## src/rtl/instr_fetch_if.sv

```systemverilog
// ============================================================================
// Module      : instr_fetch_if
// Description : Instruction-memory request/response bus between fetch and imem.
// Revision    : 1.0 - initial release
// ============================================================================
`default_nettype none

interface instr_fetch_if;
  logic        imem_req_valid;
  logic        imem_req_ready;
  logic [31:0] imem_req_addr;
  logic        imem_rsp_valid;
  logic [31:0] imem_rsp_data;

  modport master (
    output imem_req_valid,
    output imem_req_addr,
    input  imem_req_ready,
    input  imem_rsp_valid,
    input  imem_rsp_data
  );

  modport slave (
    input  imem_req_valid,
    input  imem_req_addr,
    output imem_req_ready,
    output imem_rsp_valid,
    output imem_rsp_data
  );
endinterface

`default_nettype wire

```

## src/rtl/instr_fetch.sv

```systemverilog
// ============================================================================
// Module      : instr_fetch
// Description : Single-outstanding instruction fetch with redirect and drain.
//               Optional macro INSTR_FETCH_MISALIGN_EN adds fetch_misalign.
// Revision    : 1.0 - initial release
// ============================================================================
`default_nettype none

module instr_fetch #(
  parameter logic [31:0] RESET_PC = 32'h0000_0000
) (
  input  wire logic        clk,
  input  wire logic        rstn,
  input  wire logic        if_stall,
  input  wire logic        redirect_valid,
  input  wire logic [31:0] redirect_pc,
  instr_fetch_if.master    imem,
  output logic [31:0]      if_pc,
  output logic [31:0]      if_pc_p4,
  output logic [31:0]      if_instr,
  output logic             if_valid
`ifdef INSTR_FETCH_MISALIGN_EN
  ,
  output logic             fetch_misalign
`endif
);

  typedef enum logic [1:0] {
    S_REQ   = 2'd0,
    S_WAIT  = 2'd1,
    S_VALID = 2'd2,
    S_DRAIN = 2'd3
  } state_t;

  state_t      r_state;
  logic [31:0] r_pc;
  logic [31:0] r_if_pc;
  logic [31:0] r_if_pc_p4;
  logic [31:0] r_if_instr;
  logic        r_if_valid;

  logic [31:0] w_pc_p4;
  logic [31:0] w_redir_pc;
  logic        w_req_block;
  logic        w_req_valid;
  logic [31:0] w_req_addr;
  logic        w_hs;

  assign w_pc_p4 = r_pc + 32'd4;

`ifdef INSTR_FETCH_MISALIGN_EN
  logic r_misalign;
  assign w_redir_pc     = redirect_pc;
  assign w_req_block    = r_misalign;
  assign fetch_misalign = r_misalign;
`else
  assign w_redir_pc  = redirect_pc & ~32'd3;
  assign w_req_block = 1'b0;
`endif

  // In VALID the next request goes out in the consume cycle, so it targets pc+4.
  always_comb begin
    w_req_valid = 1'b0;
    w_req_addr  = r_pc;
    case (r_state)
      S_REQ:   w_req_valid = ~w_req_block;
      S_VALID: begin
        w_req_valid = ~if_stall & ~redirect_valid;
        w_req_addr  = w_pc_p4;
      end
      default: w_req_valid = 1'b0;
    endcase
  end

  assign w_hs                = w_req_valid & imem.imem_req_ready;
  assign imem.imem_req_valid = w_req_valid;
  assign imem.imem_req_addr  = w_req_addr;

  always_ff @(posedge clk) begin
    if (!rstn) begin
      r_state    <= S_REQ;
      r_pc       <= RESET_PC;
      r_if_pc    <= 32'd0;
      r_if_pc_p4 <= 32'd0;
      r_if_instr <= 32'd0;
      r_if_valid <= 1'b0;
`ifdef INSTR_FETCH_MISALIGN_EN
      r_misalign <= 1'b0;
`endif
    end else if (redirect_valid) begin
      r_pc       <= w_redir_pc;
      r_if_valid <= 1'b0;
`ifdef INSTR_FETCH_MISALIGN_EN
      r_misalign <= |redirect_pc[1:0];
`endif
      // An accepted-but-unanswered request must be drained before refetching.
      case (r_state)
        S_REQ:   r_state <= w_hs ? S_DRAIN : S_REQ;
        S_VALID: r_state <= w_hs ? S_DRAIN : S_REQ;
        default: r_state <= imem.imem_rsp_valid ? S_REQ : S_DRAIN;
      endcase
    end else begin
      case (r_state)
        S_REQ: begin
          if (w_hs) r_state <= S_WAIT;
        end
        S_WAIT: begin
          if (imem.imem_rsp_valid) begin
            r_if_pc    <= r_pc;
            r_if_pc_p4 <= w_pc_p4;
            r_if_instr <= imem.imem_rsp_data;
            r_if_valid <= 1'b1;
            r_state    <= S_VALID;
          end
        end
        S_VALID: begin
          if (!if_stall) begin
            r_pc       <= w_pc_p4;
            r_if_valid <= 1'b0;
            r_state    <= w_hs ? S_WAIT : S_REQ;
          end
        end
        default: begin
          if (imem.imem_rsp_valid) r_state <= S_REQ;
        end
      endcase
    end
  end

  assign if_pc    = r_if_pc;
  assign if_pc_p4 = r_if_pc_p4;
  assign if_instr = r_if_instr;
  assign if_valid = r_if_valid;

endmodule

`default_nettype wire
```

## src/flat_wrapper.sv

```systemverilog
// flat-port wrapper written by rule: the top's interface ports become plain ports
module instr_fetch_flat 
#(
  parameter logic [31:0] RESET_PC = 32'h0000_0000
)
  (clk, rstn, if_stall, redirect_valid, redirect_pc, if_pc, if_pc_p4, if_instr, if_valid, imem_imem_req_valid, imem_imem_req_addr, imem_imem_req_ready, imem_imem_rsp_valid, imem_imem_rsp_data);
  instr_fetch_if imem_i ();
  input  wire logic clk;
  input  wire logic rstn;
  input  wire logic if_stall;
  input  wire logic redirect_valid;
  input  wire logic [31:0] redirect_pc;
  output logic [31:0] if_pc;
  output logic [31:0] if_pc_p4;
  output logic [31:0] if_instr;
  output logic if_valid;
  output wire logic [$bits(imem_i.imem_req_valid)-1:0] imem_imem_req_valid;
  output wire logic [$bits(imem_i.imem_req_addr)-1:0] imem_imem_req_addr;
  input wire logic [$bits(imem_i.imem_req_ready)-1:0] imem_imem_req_ready;
  input wire logic [$bits(imem_i.imem_rsp_valid)-1:0] imem_imem_rsp_valid;
  input wire logic [$bits(imem_i.imem_rsp_data)-1:0] imem_imem_rsp_data;
  assign imem_imem_req_valid = imem_i.imem_req_valid;
  assign imem_imem_req_addr = imem_i.imem_req_addr;
  assign imem_i.imem_req_ready = imem_imem_req_ready;
  assign imem_i.imem_rsp_valid = imem_imem_rsp_valid;
  assign imem_i.imem_rsp_data = imem_imem_rsp_data;
  instr_fetch #(.RESET_PC(RESET_PC)) u_core (.clk(clk), .rstn(rstn), .if_stall(if_stall), .redirect_valid(redirect_valid), .redirect_pc(redirect_pc), .imem(imem_i), .if_pc(if_pc), .if_pc_p4(if_pc_p4), .if_instr(if_instr), .if_valid(if_valid));
endmodule
```

## config.mk

```make
export PLATFORM = sky130hd
export DESIGN_NAME = instr_fetch_flat
export DESIGN_NICKNAME = d
export VERILOG_FILES = /design/src/rtl/instr_fetch_if.sv /design/src/rtl/instr_fetch.sv /design/src/flat_wrapper.sv
export SDC_FILE = /design/constraint.sdc
export NUM_CORES = 1
export LEC_CHECK = 0
export ABC_CLOCK_PERIOD_IN_PS = 2500
export BUFFER_PORTS_ARGS = -buffer_cell sky130_fd_sc_hd__clkbuf_2
export CAP_MARGIN = 20
export CORE_UTILIZATION = 38
export CTS_CLUSTER_SIZE = 25
export DETAILED_ROUTE_END_ITERATION = 8
export PLACE_DENSITY = 0.65
export SLEW_MARGIN = 20
export SYNTH_ARGS = -nofsm -noshare
export SYNTH_HDL_FRONTEND = slang
export SYNTH_SLANG_ARGS = --single-unit
```

## constraint.sdc

```tcl
create_clock -name clk -period 2.5 [get_ports clk]
set_input_delay 0.625 -clock clk [delete_from_list [all_inputs] [get_ports clk]]
set_output_delay 0.625 -clock clk [all_outputs]
set_load 0.01 [all_outputs]
```

=== Word-level counts from Yosys, hierarchy flattened ===
Cells that the tools add are included.
Widths: inputs -> output; s select.

* Logic and storage cells: 50
* Register bits after elaboration: 131

* Reductions and logical operators: 11
* Muxes and demuxes: 18
* Eq/ne operators: 8
* $add $sub $neg: 1
* Bitwise operators: 5

{| class="wikitable"
|+ Operators by type and width
! kind !! number
|-
| $mux 32 || 4
|-
| $add 32x3->32 const B || 1
|-
| $mux 2 || 8
|-
| $ne 3x3->1 const B || 2
|-
| $pmux 2 s3 || 1
|-
| $reduce_and 3->1 || 2
|-
| $ne 2x2->1 const B || 2
|-
| $pmux 1 s2 || 2
|-
| $reduce_and 2->1 || 2
|-
| $reduce_and 4->1 || 1
|-
| $reduce_bool 2->1 || 2
|-
| $reduce_bool 4->1 || 1
|-
| $reduce_or 2->1 || 2
|-
| $mux 1 || 3
|-
| $ne 3x2->1 const B || 1
|-
| $not 1->1 || 3
|-
| $and 1x1->1 || 2
|-
| $eq 2x1->1 const B || 1
|-
| $eq 2x2->1 const B || 1
|-
| $logic_not 2->1 || 1
|-
| $ne 2x1->1 const B || 1
|}

=== Logic depth before layout (Yosys ltp) ===
* Depth in word-level cells: 8
* Mapped depth: 9
* Mapped depth without buffers: 6

=== Worst setup path after synthesis ===
No wires, ideal clock.

* Path type: register -> output
* Start point: register u_core.r_pc[2]
* End point: output imem_imem_req_addr[20]
* Stages on the path, launching flop included: 8
* Slack: -66 ps
* Buffers on the path: 1
* Data arrival time: 1941 ps
* Required time: 1875 ps
* Cell sequence: dfxtp_1 > ha_1 > and3_1 > buf_2 > nand4_2 > nor3_1 > nand3_1 > xnor2_1

* Cells in the longest elaborated chain, start to end: 2

{| class="wikitable"
|+ RTL lines
! element !! RTL line !! source
|-
| start: declaration || instr_fetch.sv:36 || <nowiki>logic [31:0] r_pc;</nowiki>
|-
| start signal: assignment || instr_fetch.sv:91 || <nowiki>r_pc <= w_redir_pc;</nowiki>
|-
| start signal: assignment || instr_fetch.sv:118 || <nowiki>r_pc <= w_pc_p4;</nowiki>
|-
| $add 32x3->32 || instr_fetch.sv:49 || <nowiki>assign w_pc_p4 = r_pc + 32'd4;</nowiki>
|-
| $mux 32 || instr_fetch.sv:65 || <nowiki>case (r_state)</nowiki>
|-
| end: declaration || flat_wrapper.sv:18 || <nowiki>output wire logic [$bits(imem_i.imem_req_addr)-1:0] imem_imem_req_addr;</nowiki>
|}

No other way between the ends.

=== Final worst setup path ===
* Start point: register u_core.r_pc[2]
* End point: output imem_imem_req_addr[18]

The elaborated chain is that of the path after synthesis.

==> flow_summary.ini <==
[global_routing]
grt_max_degree = 62
grt_pass1_wl_mm = 27.89
grt-ovfl-total = 0
antenna_found_initial = 0
track_usage_pct = 22.39
grt_pass1_vias = 5313

[sta]
min_period_over_period_pct = 105.0
fin_ws_ns = -0.1254
max_freq_mhz = 380.9
slew_viol_final = 0
rsz0062_at_grt = yes
clock-skew-final_ns = 0.01182
finalHoldViolCount = 0
setup-violations-final = 17
setup_tns_ns = -1.368
whs_ns = 0.4260
layout_min_cycle_time_ns = 2.625

[drt]
postRouteAntennaNets = 0
vias = 5855
drcViolationCount = 0
routed_wl_mm = 17.98
first_pass_iters = 5
drtIter0Drc = 301
avgRoutedWirePerCell_um = 15.36
post_drt_via_cell_ratio = 5.000

[worst_setup_path]
startpoint = u_core.r_pc[2]
cp_slowest_cell = dfxtp_4
crit_path_max_fanout = 5
crit_arrival_ns = 2.00
crit_required_ns = 1.88
path_cells = ha_4 -> and3_4 -> nand4_4 -> nor3_4 -> buf_4 -> xor2_1 -> buf_2
rr_startpoint = u_core.r_pc[17]
startpoint_type = flop
criticalPathCategory = flop to output pin
cp-end-kind = output pin
cpPeakStageDelay_ns = 0.37

[yosys]
synth_warnings = 0
yosys.area.top_type = dfxtp_1
postSynthCellCount = 750
synthFlopType = dfxtp_1
yosysMostFrequentCell = nand2_1
synth.ff_latch_count = 125
ys_top_cells_by_count = 153 x nand2_1, 125 x dfxtp_1, 109 x a21oi_1
synthTopCellsByArea = dfxtp_1 43%, nand2_1 9.8%, a21oi_1 9.3%
ys_types = 41
synth_edf_count = 0
syn_area_um2 = 5873
synthArstFlopShare_pct = 0
yosys.area.top_type_share_pct = 42.61
seq_area_frac_synth_pct = 42.61
avgSynthCellArea_um2 = 7.831

[clock_network]
cts_hold_buf = 0
numCtsBuffers = 17
cts_tree = done
clk_pin_slew_ns = 0.06
cts_sinks = 125
cts-root-buf = clkbuf_16
htreeDepth = 4
clock_path_buffers = 2
insertion_delay_ns = 0.42

[power_and_ir_drop]
irDropWorstVdd_v = 0.0004650
p_leak_nw = 3.603
total_power_mw = 5.316
clock_power_share_pct = 48.3
sw_frac_of_total_pct = 24.82
combPwrFrac_pct = 11.7
cellPowerDensity_nw_per_um2 = 632.2
internal-power_mw = 3.997
p_seq_share_pct = 40.0
p_switching_mw = 1.320

[die]
die_h_um = 126.3
core_area_um2 = 15150
rows = 45
start_util_pct = 38.78
die_area_um2 = 15960
chipWidth_um = 126.3
io_pins = 200

[flow_run]
drv_cap = 0

[layout]
antennaDiodeCount = 0
area_growth_pct = 43.18
drive_gt1_share_pct = 37.44
nets = 1041
final_cells = 1171
postLayoutCoreUtil_pct = 55.52

[min_path]
holdCritStartpoint = imem_imem_rsp_data[17]
holdCritPathClass = input pin to flop

[placement]
place_inst = 1114
place.port_buffers = 191
dpl.hpwl_mm = 12.15
gp_congestion = 0.8411

[outcome]
outcome = finished with violations
violations = setup timing
sequential cells by signal, summed over array words and instances (netlist names):
name / cells
u_core.if_valid: 1
u_core.r_pc: 30
u_core.if_pc: 30
u_core.r_state: 2
u_core.if_instr: 32
u_core.if_pc_p4: 30
cell type report:
class | instances | area (um2)
fillers | 1432 | 6736
inverters | 5 | 18.77
multi-input cells | 544 | 3311
clock buffers | 21 | 440.4
well taps | 188 | 235.2
repair buffers | 277 | 1709
clock inverters | 11 | 167.7
flip-flops and latches | 125 | 2527
power groups by stage:
stage | registers (mW) | logic [mW] | clock network [mW]
finish | 2.13 | 0.623 | 2.57
global route | 2.14 | 0.677 | 2.70
CTS | 2.12 | 0.601 | 2.62
detailed placement | 2.16 | 0.583 | 0
global placement | 2.16 | 0.583 | 0
floorplan | 2.15 | 0.333 | 0
kinds of logic after synthesis:
logic type	count (synthesis)	share of synthesized area (%)
AOI/OAI and AO/OA	175	15.77
xor gates and xnor gates	84	12.53
adders and majority gates	1	0.2130
other	1	0.06385
buffers and inverters	86	6.732
and+or+nand+nor	277	21.92
muxes	1	0.1704
DFF	125	42.61
layout by cell type (no fill, tap or decap), types with 17 or more instances in the layout:
cell type,synthesis,final
dfxtp_1,125,109
o21ai_0,48,48
xor2_1,41,41
a21oi_1,109,109
nand2_1,153,150
clkbuf_2,1,172
buf_2,21,19
xnor2_1,43,40
buf_4,8,70
clkbuf_16,0,17
nor2_1,46,39
critical path, delay by kind of cell, from the launching register on:
kind                     cells  cell delay, ns
buffers and inverters        2            0.31
flip-flops                   1            0.37
adder cells (fa/ha/maj)      1            0.12
AND/OR/NAND/NOR              3            0.63
XOR/XNOR                     1            0.15
worst paths after layout:
path                                          endpoint  slack, ns  cells after the start
worst max register to register         u_core.r_pc[29]       0.50                      9
worst min register to register     u_core.if_instr[17]       0.45                      2
worst max-delay path            imem_imem_req_addr[18]      -0.13                      7
worst min-delay path               u_core.if_instr[17]       0.43                      3
per-layer routing:
layer	vias to the layer above	GRT usage [%]	share of wire, %
met5	-	0	0
met4	0	7.300	0.98
met3	15	5.188	5.9
met2	216	36.07	47
met1	2674	29.59	46
li1	2950	-	-
per-stage QoR:
stage	area [um2]	setup slack, ns
2_1_floorplan	5897	0.06179
3_3_place_gp	7242	0.05424
3_5_place_dp	7242	0.03223
4_1_cts	8139	-0.1497
5_1_grt	8409	-0.2273
6_report	8409	-0.1254
repair_timing:
| item | in CTS | in global routing |
|---|---|---|
| hold endpoints to repair | 0 | 0 |
| setup endpoints to repair | 26 | 23 |
| gates resized for setup | 57 | 56 |
| pin swaps | 23 | 29 |
| buffers inserted | 10 | 16 |
Power figures use the tool's default switching activity.
